**config.mk**
```make
export PLATFORM = sky130hd
export DESIGN_NAME = bcd_decade_counter
export DESIGN_NICKNAME = d
export VERILOG_FILES = /design/src/rtl/bcd_decade_counter.sv
export SDC_FILE = /design/constraint.sdc
export NUM_CORES = 1
export LEC_CHECK = 0
export ABC_AREA = 1
export CORE_MARGIN = 5
export CORE_UTILIZATION = 54
export DETAILED_ROUTE_END_ITERATION = 6
export GPL_ROUTABILITY_DRIVEN = 0
export PLACE_DENSITY = 0.83
export SKIP_LAST_GASP = 1
export SLEW_MARGIN = 20
export SYNTH_ARGS = -nofsm -noshare
export SYNTH_HDL_FRONTEND = slang
export SYNTH_SLANG_ARGS = --single-unit
```
**constraint.sdc**
```tcl
create_clock -name clk -period 2.29 [get_ports clk]
set_input_delay 0.5725 -clock clk [delete_from_list [all_inputs] [get_ports clk]]
set_output_delay 0.5725 -clock clk [all_outputs]
set_load 0.01 [all_outputs]
```
**src/rtl/bcd_decade_counter.sv**
```systemverilog
// -----------------------------------------------------------------------------
// bcd_decade_counter
//
// Multi-digit synchronous BCD (8421) decade counter. Produces the digit stream
// for the downstream BCD-to-Excess-3 stage. Every nibble of the count is held
// in the legal range 0..9 at all times.
//
// Features:
//   - parallel load with BCD validity check (invalid loads are rejected)
//   - programmable prescaler: one count step per TICK_DIV enabled edges
//   - one-cycle terminal-count pulse (tc) on wrap, for cascading
//   - optional down counting, compiled in with the macro BCD_DOWN_COUNT_EN
//
// Parameters:
//   NDIG      number of BCD digits (1..4)
//   TICK_DIV  enabled edges per count step (1..255)
//
// Ports:
//   clk       in   rising-edge clock
//   rst_n     in   asynchronous active-low reset
//   en        in   count enable
//   load      in   parallel load strobe (wins over en)
//   load_val  in   4*NDIG load value, digit 0 in [3:0]
//   dn        in   direction, 1 = down (only with BCD_DOWN_COUNT_EN)
//   bcd       out  registered count, digit 0 in [3:0]
//   tc        out  one-cycle pulse after a wrap step
//   load_err  out  one-cycle pulse after a rejected load
//   step      out  one-cycle pulse after any count step
//
// Priority on each edge: load, then count, then hold. All outputs are
// registered; pulses are cleared every edge unless re-caused.
// -----------------------------------------------------------------------------
module bcd_decade_counter #(
   parameter int NDIG     = 2,
   parameter int TICK_DIV = 1
) (
   input  logic              clk,
   input  logic              rst_n,
   input  logic              en,
   input  logic              load,
   input  logic [4*NDIG-1:0] load_val,
`ifdef BCD_DOWN_COUNT_EN
   input  logic              dn,
`endif
   output logic [4*NDIG-1:0] bcd,
   output logic              tc,
   output logic              load_err,
   output logic              step
);

   // Prescaler value at which the next enabled edge becomes a count step.
   localparam logic [7:0] PRESC_LAST = 8'(TICK_DIV - 1);

   logic [7:0]        presc;
   logic [4*NDIG-1:0] bcd_next;
   logic              wrap;
   logic              load_ok;
   logic [3:0]        digit;
   logic              carry;

   // A load is accepted only if every nibble is a legal BCD code.
   always_comb begin
      load_ok = 1'b1;
      for (int i = 0; i < NDIG; i++) begin
         if (load_val[4*i +: 4] > 4'd9) load_ok = 1'b0;
      end
   end

   // Next count value for a step. The carry (or borrow) ripples through all
   // digits in one cycle; a carry out of the top digit means the whole
   // counter wrapped, which is exactly the terminal-count condition.
   always_comb begin
      bcd_next = bcd;
      carry    = 1'b1;
      digit    = 4'd0;
      for (int i = 0; i < NDIG; i++) begin
         digit = bcd[4*i +: 4];
         if (carry) begin
`ifdef BCD_DOWN_COUNT_EN
            if (dn) begin
               if (digit == 4'd0) begin
                  digit = 4'd9;
               end else begin
                  digit = digit - 4'd1;
                  carry = 1'b0;
               end
            end else
`endif
            begin
               if (digit == 4'd9) begin
                  digit = 4'd0;
               end else begin
                  digit = digit + 4'd1;
                  carry = 1'b0;
               end
            end
         end
         bcd_next[4*i +: 4] = digit;
      end
      wrap = carry;
   end

   always_ff @(posedge clk or negedge rst_n) begin
      if (!rst_n) begin
         bcd      <= '0;
         presc    <= 8'd0;
         tc       <= 1'b0;
         load_err <= 1'b0;
         step     <= 1'b0;
      end else begin
         tc       <= 1'b0;
         load_err <= 1'b0;
         step     <= 1'b0;
         if (load) begin
            // A rejected load leaves both count and prescaler untouched.
            if (load_ok) begin
               bcd   <= load_val;
               presc <= 8'd0;
            end else begin
               load_err <= 1'b1;
            end
         end else if (en) begin
            if (presc == PRESC_LAST) begin
               presc <= 8'd0;
               bcd   <= bcd_next;
               step  <= 1'b1;
               tc    <= wrap;
            end else begin
               presc <= presc + 8'd1;
            end
         end
      end
   end

endmodule

```
==> impl_metrics.py <==
metrics = {
    "outcome": {
        "run_status": "completed",
    },
    "cts": {
        "clock_sink_count": 19,
        "post_cts_resized": 0,
        "cts-root-to-sink-buffers": 2,
        "cts_root_buf": "sky130_fd_sc_hd__clkbuf_4",
        "postCtsHoldBufs": 0,
        "cts_tree": "built",
        "cts_htree_levels": 1,
        "post-cts-setup-buffers": 0,
        "cts.reportedPaths.clkPinSlew_ns": 0.11,
        "worst_skew_pair.late_latency_ns": 0.30,
        "cts-buffers-inserted": 3,
    },
    "power": {
        "swShare": 0.369,
        "p_per_area_mw_per_mm2": 694,
        "vdd.ir_drop.worst_mv": 0.459,
        "power.combinational.fraction": 0.367,
        "static-leakage-power_uw": 0.000752,
        "p_switching_uw": 373,
        "cell_internal_pwr_uw": 638,
        "power.clock.fraction": 0.171,
        "power.sequential.fraction": 0.462,
    },
    "synth": {
        "synth_seq_cells": 19,
        "area_fraction_of_the_dominant_cell_type_after_synthesis": 0.404,
        "synth_area_leader_cell": "sky130_fd_sc_hd__dfrtp_1",
        "post_synth_inst_count": 165,
        "warnings_synthesis": 0,
        "synth_cell_types": 23,
        "mappedNetlistArea_sq_mm": 0.00118,
        "syn-num-nets": 179,
        "synthesis.area_per_instance_sq_um": 7.14,
        "synthTopCellsByArea": "sky130_fd_sc_hd__dfrtp_1 (40%), sky130_fd_sc_hd__nand2_1 (19%), sky130_fd_sc_hd__nand3_1 (8.5%), sky130_fd_sc_hd__inv_1 (6.7%), sky130_fd_sc_hd__o21ai_0 (4.7%)",
        "synth_seq_area_share": 0.404,
    },
    "critical_path": {
        "setup_crit_path_kind": "reg -> out",
        "critical_path.endpoint_type": "output pin",
        "cpPeakStageDelay_ns": 0.59,
        "cp-start-kind": "flop",
        "required_time_of_the_critical_path_ns": 1.72,
        "critical-path-slowest-cell": "sky130_fd_sc_hd__clkdlybuf4s50_1",
        "crit_family": "buffers and inverters",
        "cp_max_fo": 7,
        "crit_path_cell_trace": "clkdlybuf4s50_1",
        "path_buf_inv": 1,
        "crit_arrival_ns": 1.38,
    },
    "grt": {
        "grt_start_max_net_pins": 20,
        "grt_pass1_wl_um": 4630,
        "grt.overflow.total": 0,
        "grt_antenna_before_repair": 0,
        "global_route_usage_sum": 0.183,
        "via_count_of_the_first_global_routing_pass": 1109,
    },
    "final_layout": {
        "n_antenna_cell": 0,
        "nNetsFinal": 206,
        "layout.cell_area.non_filler_sq_mm": 0.00146,
        "final_cell_mix": "sky130_fd_sc_hd__nand2_1 (61), sky130_fd_sc_hd__clkdlybuf4s50_1 (22), sky130_fd_sc_hd__inv_1 (21)",
        "area.growth.synth_to_final_pct": 23.8,
        "postLayoutCoreUtil": 0.679,
        "final_common_cell": "sky130_fd_sc_hd__nand2_1",
        "stdcell_count": 219,
        "multi_input_comb_area_sq_um": 596,
        "layout.filler_cells": 191,
        "final_layout_size_suffix_gt1_frac": 0.0995,
        "sequential_cell_area_sq_um": 475,
    },
    "route": {
        "finalWirelength_um": 2560,
        "detail_route.first_pass.iterations": 5,
        "drt_iter0_markers": 29,
        "drcViolationCount": 0,
        "ant_nets": 0,
        "vias": 1141,
        "drt-vias-per-instance": 5.21,
        "drt-wirelength-per-cell_um": 11.7,
    },
    "die": {
        "dieWidth_um": 56.7,
        "start_util": 0.548,
        "core_sq_mm": 0.00215,
        "std_cell_rows": 17,
        "die_h_um": 56.7,
        "fp.dieArea_sq_mm": 0.00321,
        "io_pins": 23,
    },
    "placement": {
        "place.detailed.hpwl_um": 1990,
        "portBuffers": 22,
        "placed_cell_area_sq_mm": 0.00143,
        "dp.cells": 215,
    },
    "sta": {
        "totalNegativeSetupSlack_ns": 0,
        "slew-limit-headroom": 0.795,
        "timing.final.max_slew_violations": 0,
        "post-route-period-util": 0.851,
        "finalWorstPathRequiredPeriod_ns": 1.95,
        "finalHoldViolations": 0,
        "clock_skew_ns": 0.00217,
        "unrepaired_setup_endpoints_after_global_routing": "no",
        "worst-slew-pin-transition_ns": 0.307,
        "timing.fmax_mhz": 513,
        "fin_worst_hold_slack_ns": 0.567,
        "setup_viol": 0,
    },
    "worst_hold_path": {
        "path_class_of_the_lowest_slack_min_delay_path": "reg -> reg",
    },
    "job": {
        "drv_cap": 0,
    },
}
## power by group through the flow
| stage | Combinational [uW] | Clock, uW | Sequential (uW) |
|---|---|---|---|
| 3_3_place_gp | 362 | 0 | 469 |
| 2_1_floorplan | 180 | 0 | 481 |
| 5_1_grt | 419 | 193 | 481 |
| 6_report | 371 | 173 | 467 |
| 3_5_place_dp | 373 | 0 | 471 |
| 4_1_cts | 375 | 176 | 465 |
## worst reg2reg max path: cells and delay by family, from the launching register on
| kind | cells | cell delay (ns) |
|---|---|---|
| buf+inv | 1 | 0.09 |
| fa+ha+maj | 1 | 0.15 |
| simple gates | 7 | 0.72 |
| flops | 1 | 0.42 |
## through the flow
stage / power [uW] / worst slack, ns
2_1_floorplan: 660 / 0.942
3_3_place_gp: 831 / 0.344
3_5_place_dp: 844 / 0.314
4_1_cts: 1020 / 0.328
5_1_grt: 1090 / 0.247
6_report: 1010 / 0.341
## registers in the layout (all words and copies together) (netlist names)
name and cells:
bcd 8, load_err 1, presc 8, step 1, tc 1
## area by class of cell
class,instances,area share
Sequential cell,19,0.326
Inverter,24,0.0618
Clock buffer,4,0.0180
Tap cell,28,0.0240
Timing Repair Buffer,24,0.161
Multi-Input combinational cell,120,0.409
## final timing paths
path | start | to | slack (ns) | depth (start not counted)
setup / recovery | bcd[1] | bcd[1] | 0.34 | 1
hold / removal | bcd[6] | bcd[6] | 0.57 | 2
setup reg to reg | presc[0] | bcd[5] | 0.81 | 9
hold reg to reg | bcd[6] | bcd[6] | 0.57 | 2
max in group asynchronous | rst_n | bcd[6] | 1.50 | 2
min in group asynchronous | rst_n | presc[3] | 0.59 | 2
## routing by layer
layer / part of all wire / track usage / vias to the layer above
li1: - / - / 577
met1: 0.44 / 0.229 / 525
met2: 0.49 / 0.295 / 32
met3: 0.053 / 0.0345 / 7
met4: 0.019 / 0.0949 / 0
met5: 0 / 0 / -
## logic make-up (layout without fill, tap and decap cells)
kind of cell,count (synthesis),after routing,share of synthesized area
AO/OA/AOI/OAI,17,17,0.0818
flip-flops,19,19,0.404
buffers and inverters,26,52,0.0903
XOR/XNOR,1,1,0.00744
adder cells (fa/ha/maj),2,2,0.0213
AND/OR/NAND/NOR,100,100,0.395
## cell usage after synthesis, drive strengths merged
cell type,count
xor2,1
nor4,1
nor2,8
nand4,3
dfrtp,19
a21oi,3
ha,2
nand3,22
buf,2
inv,24
or2,1
o21ai,14
nand2,65
Power figures use the tool's default switching activity.
